### src/rtl/shadow_dump_collector.sv
// Shadow dump collector: runs one capture/dump session across CHAINS serial chains,
// packs each chain's bits LSB-first into words and queues them in an output FIFO.
module shadow_dump_collector #(
  parameter int CHAINS     = 1,
  parameter int WORD_WIDTH = 32,
  parameter int FIFO_DEPTH = 8
) (
  input  logic                        clk,
  input  logic                        rst,
  input  logic                        start,
  output logic                        capture_en,
  output logic [CHAINS-1:0]           dump_en,
  input  logic [CHAINS-1:0]           chains_in,
  input  logic [CHAINS-1:0]           chains_in_vld,
  input  logic [CHAINS-1:0]           chains_in_done,
  output logic [WORD_WIDTH-1:0]       word_data,
  output logic [$clog2(CHAINS):0]     word_chain,
  output logic [$clog2(WORD_WIDTH):0] word_bits,
  output logic                        word_last,
  output logic                        word_vld,
  input  logic                        word_rdy,
  output logic                        busy,
  output logic                        session_done
);

  localparam int CW = $clog2(CHAINS) + 1;
  localparam int BW = $clog2(WORD_WIDTH) + 1;
  localparam int AW = $clog2(FIFO_DEPTH);

  typedef enum logic [1:0] {
    ST_IDLE    = 2'd0,
    ST_CAPTURE = 2'd1,
    ST_DUMP    = 2'd2,
    ST_DRAIN   = 2'd3
  } state_t;

  state_t                state_r, state_next_s;
  logic                  session_done_r;
  logic [WORD_WIDTH-1:0] shift_r     [CHAINS];
  logic [BW-1:0]         cnt_r       [CHAINS];
  logic [WORD_WIDTH-1:0] hold_data_r [CHAINS];
  logic [BW-1:0]         hold_bits_r [CHAINS];
  logic [CHAINS-1:0]     done_seen_r, final_gen_r, hold_vld_r, hold_last_r;
  logic [CHAINS-1:0]     accept_s;
  logic [CW-1:0]         rr_r, sel_s;
  logic                  sel_found_s, push_s, pop_s;
  logic [WORD_WIDTH-1:0] push_data_s;
  logic [BW-1:0]         push_bits_s;
  logic                  push_last_s;
  logic [WORD_WIDTH-1:0] fifo_data_r  [FIFO_DEPTH];
  logic [CW-1:0]         fifo_chain_r [FIFO_DEPTH];
  logic [BW-1:0]         fifo_bits_r  [FIFO_DEPTH];
  logic                  fifo_last_r  [FIFO_DEPTH];
  logic [AW-1:0]         wr_ptr_r, rd_ptr_r;
  logic [AW:0]           fifo_cnt_r;
  logic                  fifo_full_s, fifo_empty_s;

  assign fifo_full_s  = (fifo_cnt_r == (AW+1)'(FIFO_DEPTH));
  assign fifo_empty_s = (fifo_cnt_r == '0);
  assign pop_s        = word_rdy & ~fifo_empty_s;
  assign push_s       = sel_found_s & (~fifo_full_s | pop_s);
  assign accept_s     = chains_in_vld & dump_en;

  assign word_data    = fifo_data_r[rd_ptr_r];
  assign word_chain   = fifo_chain_r[rd_ptr_r];
  assign word_bits    = fifo_bits_r[rd_ptr_r];
  assign word_last    = fifo_last_r[rd_ptr_r];
  assign word_vld     = ~fifo_empty_s;
  assign session_done = session_done_r;

  // State register and the completion pulse raised on the DRAIN to IDLE edge.
  always_ff @(posedge clk) begin
    if (!rst) begin
      state_r        <= ST_IDLE;
      session_done_r <= 1'b0;
    end else begin
      state_r        <= state_next_s;
      session_done_r <= (state_r == ST_DRAIN) && fifo_empty_s;
    end
  end

  // Next-state logic.
  always_comb begin
    state_next_s = state_r;
    case (state_r)
      ST_IDLE:    state_next_s = start ? ST_CAPTURE : ST_IDLE;
      ST_CAPTURE: state_next_s = ST_DUMP;
      ST_DUMP:    state_next_s = (&done_seen_r && &final_gen_r && ~|hold_vld_r) ? ST_DRAIN : ST_DUMP;
      ST_DRAIN:   state_next_s = fifo_empty_s ? ST_IDLE : ST_DRAIN;
      default:    state_next_s = ST_IDLE;
    endcase
  end

  // Session control outputs; a chain is throttled while its packer is full.
  always_comb begin
    capture_en = (state_r == ST_CAPTURE);
    busy       = (state_r != ST_IDLE);
    dump_en    = '0;
    for (int c = 0; c < CHAINS; c++) begin
      dump_en[c] = (state_r == ST_DUMP) && !done_seen_r[c] && (cnt_r[c] < BW'(WORD_WIDTH));
    end
  end

  // Round-robin pick of the next non-empty hold register, searching from rr_r.
  always_comb begin
    int   idx_v;
    logic hit_v;
    idx_v       = 0;
    hit_v       = 1'b0;
    sel_s       = rr_r;
    sel_found_s = 1'b0;
    push_data_s = '0;
    push_bits_s = '0;
    push_last_s = 1'b0;
    for (int k = 0; k < CHAINS; k++) begin
      idx_v       = (int'(rr_r) + k) % CHAINS;
      hit_v       = hold_vld_r[idx_v] & ~sel_found_s;
      sel_s       = hit_v ? CW'(idx_v) : sel_s;
      sel_found_s = sel_found_s | hit_v;
    end
    for (int c = 0; c < CHAINS; c++) begin
      push_data_s = (sel_s == CW'(c)) ? hold_data_r[c] : push_data_s;
      push_bits_s = (sel_s == CW'(c)) ? hold_bits_r[c] : push_bits_s;
      push_last_s = (sel_s == CW'(c)) ? hold_last_r[c] : push_last_s;
    end
  end

  // Per-chain packers, done tracking and hold registers; CAPTURE starts a clean session.
  always_ff @(posedge clk) begin
    if (!rst || (state_r == ST_CAPTURE)) begin
      done_seen_r <= '0;
      final_gen_r <= '0;
      hold_vld_r  <= '0;
      hold_last_r <= '0;
      for (int c = 0; c < CHAINS; c++) begin
        shift_r[c]     <= '0;
        cnt_r[c]       <= '0;
        hold_data_r[c] <= '0;
        hold_bits_r[c] <= '0;
      end
    end else begin
      for (int c = 0; c < CHAINS; c++) begin
        if (push_s && (sel_s == CW'(c))) begin
          hold_vld_r[c] <= 1'b0;
        end
        if (state_r == ST_DUMP) begin
          if (chains_in_done[c]) begin
            done_seen_r[c] <= 1'b1;
          end
          // A full packer always drains before the final (possibly empty) word.
          if (accept_s[c]) begin
            shift_r[c] <= shift_r[c] | (WORD_WIDTH'(chains_in[c]) << cnt_r[c]);
            cnt_r[c]   <= cnt_r[c] + BW'(1'b1);
          end else if (!hold_vld_r[c] && (cnt_r[c] == BW'(WORD_WIDTH))) begin
            hold_data_r[c] <= shift_r[c];
            hold_bits_r[c] <= cnt_r[c];
            hold_last_r[c] <= 1'b0;
            hold_vld_r[c]  <= 1'b1;
            shift_r[c]     <= '0;
            cnt_r[c]       <= '0;
          end else if (!hold_vld_r[c] && done_seen_r[c] && !final_gen_r[c]) begin
            hold_data_r[c] <= shift_r[c];
            hold_bits_r[c] <= cnt_r[c];
            hold_last_r[c] <= 1'b1;
            hold_vld_r[c]  <= 1'b1;
            final_gen_r[c] <= 1'b1;
            shift_r[c]     <= '0;
            cnt_r[c]       <= '0;
          end
        end
      end
    end
  end

  // Output FIFO and round-robin pointer.
  always_ff @(posedge clk) begin
    if (!rst) begin
      wr_ptr_r   <= '0;
      rd_ptr_r   <= '0;
      fifo_cnt_r <= '0;
      rr_r       <= '0;
      for (int i = 0; i < FIFO_DEPTH; i++) begin
        fifo_data_r[i]  <= '0;
        fifo_chain_r[i] <= '0;
        fifo_bits_r[i]  <= '0;
        fifo_last_r[i]  <= 1'b0;
      end
    end else begin
      if (push_s) begin
        fifo_data_r[wr_ptr_r]  <= push_data_s;
        fifo_chain_r[wr_ptr_r] <= sel_s;
        fifo_bits_r[wr_ptr_r]  <= push_bits_s;
        fifo_last_r[wr_ptr_r]  <= push_last_s;
        wr_ptr_r               <= wr_ptr_r + AW'(1'b1);
        rr_r                   <= (sel_s == CW'(CHAINS - 1)) ? '0 : sel_s + CW'(1'b1);
      end
      if (pop_s) begin
        rd_ptr_r <= rd_ptr_r + AW'(1'b1);
      end
      if (push_s && !pop_s) begin
        fifo_cnt_r <= fifo_cnt_r + (AW+1)'(1'b1);
      end else if (!push_s && pop_s) begin
        fifo_cnt_r <= fifo_cnt_r - (AW+1)'(1'b1);
      end else begin
        fifo_cnt_r <= fifo_cnt_r;
      end
    end
  end

endmodule

### config.mk
export PLATFORM = sky130hd
export DESIGN_NAME = shadow_dump_collector
export DESIGN_NICKNAME = d
export VERILOG_FILES = /design/src/rtl/shadow_dump_collector.sv
export SDC_FILE = /design/constraint.sdc
export NUM_CORES = 1
export LEC_CHECK = 0
export CORE_MARGIN = 2
export CORE_UTILIZATION = 35
export CTS_BUF_LIST = sky130_fd_sc_hd__clkbuf_16
export CTS_CLUSTER_SIZE = 40
export DETAILED_ROUTE_END_ITERATION = 6
export GPL_TIMING_DRIVEN = 1
export PLACE_DENSITY_LB_ADDON = 0.12
export SYNTH_ARGS = -nofsm -noshare
export SYNTH_HDL_FRONTEND = slang
export SYNTH_SLANG_ARGS = --single-unit
### constraint.sdc
create_clock -name clk -period 4.8 [get_ports clk]
set_input_delay 0.96 -clock clk [delete_from_list [all_inputs] [get_ports clk]]
set_output_delay 0.96 -clock clk [all_outputs]
set_load 0.01 [all_outputs]
==> impl_metrics.csv <==
group,metric,value,unit
job,cap_viol_max_count,0,
final_layout,ff_latch_area,0.0121,sq mm
hold_path,whs_path_depth,2,
synthesis,seq_area_frac_synth,0.676,
final_layout,diodes,0,
floorplanning,floorplan.rows,82,
timing,final-hold-violation-count,0,
timing,rsz0062_at_grt,"false",
global_routing,busiest_layer,"met2",
final_layout,mostFrequentLayoutCell,"sky130_fd_sc_hd__edfxtp_1",
floorplanning,core-area,0.0504,sq mm
synthesis,yosys.area_share.simple,0.132,
detailed_routing,num_vias,10200,
placed_design,dp_slack,1360,ps
critical_path,worstSetupPathType,"register to output port",
final_layout,final_cells,2040,
placed_design,io_buffer_count,51,
floorplanning,io_pins,52,
synthesis,total_nets_after_synthesis,1303,
power_and_ir_drop,cellPowerDensity,444,mW/mm^2
final_layout,fillers,4648,
critical_path,worst_setup_path_end_kind,"output port",
synthesis,synth_warnings,0,
final_layout,area.growth.synth_to_final,15.3,%
critical_path,crit_chain,"buf_12 -> mux4_2 -> mux2_2 -> clkdlybuf4s50_1",
critical_path,cpMaxStageDelayCell,"sky130_fd_sc_hd__dfxtp_4",
detailed_routing,route.detailed.drc,0,
detailed_routing,routedWlPerCell,22.5,microns
power_and_ir_drop,static-leakage-power,6.77,nW
synthesis,synth_top_area_share,0.636,
clock_tree,cts_hold_buffers,0,
synthesis,synthesis.area,0.0179,sq mm
synthesis,synth.distinct_cells,47,
detailed_routing,firstDrtPassIters,5,
clock_tree,cts-root-buf,"sky130_fd_sc_hd__clkbuf_16",
synthesis,synth_cells,1288,
global_routing,grt_total_ovfl,0,
clock_tree,clkLatencyLatePin,570,ps
synthesis,yosys_most_used_dff,"sky130_fd_sc_hd__edfxtp_1",
detailed_routing,antenna_violating_nets_remaining,0,
global_routing,grt_usage,0.179,
critical_path,ff2ff_path_depth,11,
clock_tree,cts_tree,"yes",
floorplanning,die_width,230,microns
final_layout,multi_input_area,0.00539,sq mm
run_status,outcome,"finished clean",
floorplanning,initial_core_util,0.356,
global_routing,grt_start_max_net_pins,81,
clock_tree,postCtsResizedCells,0,
final_layout,final_layout_size_suffix_gt1_frac,0.169,
synthesis,ys_async_sr_fraction,0,
global_routing,use_met3,0.0251,
timing,finalWorstPathRequiredPeriod,3960,ps
clock_tree,cts_inserted_buffers,47,
timing,clock-skew-final,17.0,ps
synthesis,synth_edf_count,380,
placed_design,post-dp-hpwl,23.9,mm
detailed_routing,avgViaCountPerCell,5.01,
final_layout,layout_common_cells,"sky130_fd_sc_hd__edfxtp_1, sky130_fd_sc_hd__nor2_1, sky130_fd_sc_hd__nand2_1, sky130_fd_sc_hd__mux4_2, sky130_fd_sc_hd__clkdlybuf4s50_1",
clock_tree,clock-sinks,416,
clock_tree,clock_tree.buffer_depth,3,
synthesis,avgSynthCellArea,13.9,sq um
synthesis,yosys.area.top_type,"sky130_fd_sc_hd__edfxtp_1",
synthesis,yosys_register_bits,416,
critical_path,worstPathArrival,3000,ps
timing,timing_worst_slew_pin_value,1100,ps
synthesis,synth_top_family_by_area,"simple AND/OR/NAND/NOR gates",
timing,timing.fmax,252,MHz
final_layout,final_nets,1347,
global_routing,grt_pass1_vias,11000,
synthesis,post_synth_main_area_contributors,"sky130_fd_sc_hd__edfxtp_1, sky130_fd_sc_hd__mux4_2, sky130_fd_sc_hd__nor2_1",
critical_path,critPathMaxFanout,48,
global_routing,globalRouteMet2Util,0.299,
timing,timing.final.max_slew_violations,0,
placed_design,place_inst,1955,
clock_tree,cts_setup_buffers,0,
placed_design,gp_congestion,0.710,
timing,timing.setup.tns,0,ps
global_routing,grt_use_met1,0.245,
critical_path,setup.worst_path.start_class,"register",
floorplanning,dieHeight,230,microns
critical_path,worst_path_largest_cell_delay,620,ps
timing,worst_slew_margin_rel,0.264,
clock_tree,h-tree-depth,2,
timing,setup_viol,0,
synthesis,synth_compound_gate_area_share,0.0245,
clock_tree,clkSlewWorstSetupHoldPaths,60,ps
detailed_routing,detailedRoute.firstIterationViolations,742,
critical_path,timing.critical_path.required,3840,ps
floorplanning,die_area,0.0531,sq mm
power_and_ir_drop,peak_ir_drop_on_the_vdd_network,0.000231,V
detailed_routing,wl,46.0,mm
global_routing,grt_pass1_wl,70.6,mm
hold_path,timing.hold.worst.class,"register to register",
synthesis,synth-xor-area-share,0.00488,
synthesis,synth_fa_ha_area_frac,0.00600,
global_routing,grt_antenna_before_repair,0,
timing,finalCritPeriodShare,0.826,
timing,setup_ws,837,ps
synthesis,synth.area.mux_share,0.127,
-- layout make-up --
| type | count | area share |
|---|---|---|
| clock buffer | 49 | 0.0593 |
| clock inverter | 36 | 0.0111 |
| inverter | 15 | 0.00272 |
| multi-input combinational | 775 | 0.260 |
| sequential | 416 | 0.587 |
| tap | 672 | 0.0407 |
| timing repair buffer | 77 | 0.0387 |
-- worst paths after layout --
| path | startpoint | end | slack [ps] |
|---|---|---|---|
| setup / recovery | register | word_data[19] | 840 |
| setup reg to reg | fifo_cnt_r[0] | fifo_cnt_r[3] | 2190 |
| hold / removal | fifo_chain_r[4] | fifo_chain_r[4] | 420 |
| hold reg to reg | fifo_chain_r[4] | fifo_chain_r[4] | 420 |
-- through the flow --
| stage | instance area, sq um | hold WS, ps | power (mW) | util |
|---|---|---|---|---|
| after floorplan | 17900 | 405 | 5.30 | - |
| after global placement | 19200 | 412 | 5.86 | 0.382 |
| after detailed placement | 19200 | 416 | 5.86 | 0.382 |
| after CTS | 20700 | 425 | 9.32 | 0.411 |
| after global routing | 20700 | 456 | 9.54 | 0.411 |
| final | 20700 | 424 | 9.19 | 0.411 |
-- Yosys cell counts (all sizes together) (11+ instances only) --
master / n
mux4: 80
a21oi: 36
nand3: 15
a21boi: 11
mux2: 40
clkbuf: 22
dfxtp: 36
buf: 60
nor2: 357
and2: 49
edfxtp: 380
nand2: 94
inv: 15
o21ai: 20
-- power breakdown --
part	switching [mW]	leakage (nW)	internal (mW)
clock network	1.44	0.756	1.99
registers	0.151	4.24	4.14
logic	0.700	1.78	0.761
-- worst max-delay path, delay by kind of cell, from the launching register on --
| kind | cells | cell delay (ps) |
|---|---|---|
| buffers and inverters | 2 | 890 |
| DFF | 1 | 620 |
| muxes | 2 | 870 |
-- per-layer routing --
layer	part of all wire	routed length [microns]	vias up
met5	0	0	-
met4	0.020	913	0
met3	0.051	2350	63
met2	0.48	22000	252
met1	0.45	20700	5181
li1	-	-	4726
-- registers in the layout (all words and copies together), names as in the netlist, named ones only --
signal / count
cnt_r: 6
done_seen_r: 1
fifo_bits_r: 48
fifo_chain_r: 8
fifo_cnt_r: 4
fifo_data_r: 256
fifo_last_r: 8
final_gen_r: 1
hold_bits_r: 6
hold_data_r: 32
hold_last_r: 1
hold_vld_r: 1
rd_ptr_r: 3
session_done: 1
shift_r: 32
state_r: 2
wr_ptr_r: 3
-- cell families (layout without fill, tap and decap cells) --
group / Yosys count / count (layout)
flip-flops: 416 / 416
AND/OR/NAND/NOR: 560 / 560
AO/OA/AOI/OAI: 75 / 75
adder cells (fa/ha/maj): 8 / 8
buffers and inverters: 97 / 177
XOR/XNOR: 10 / 10
multiplexers: 122 / 122
(Power assumes the default switching activity.)
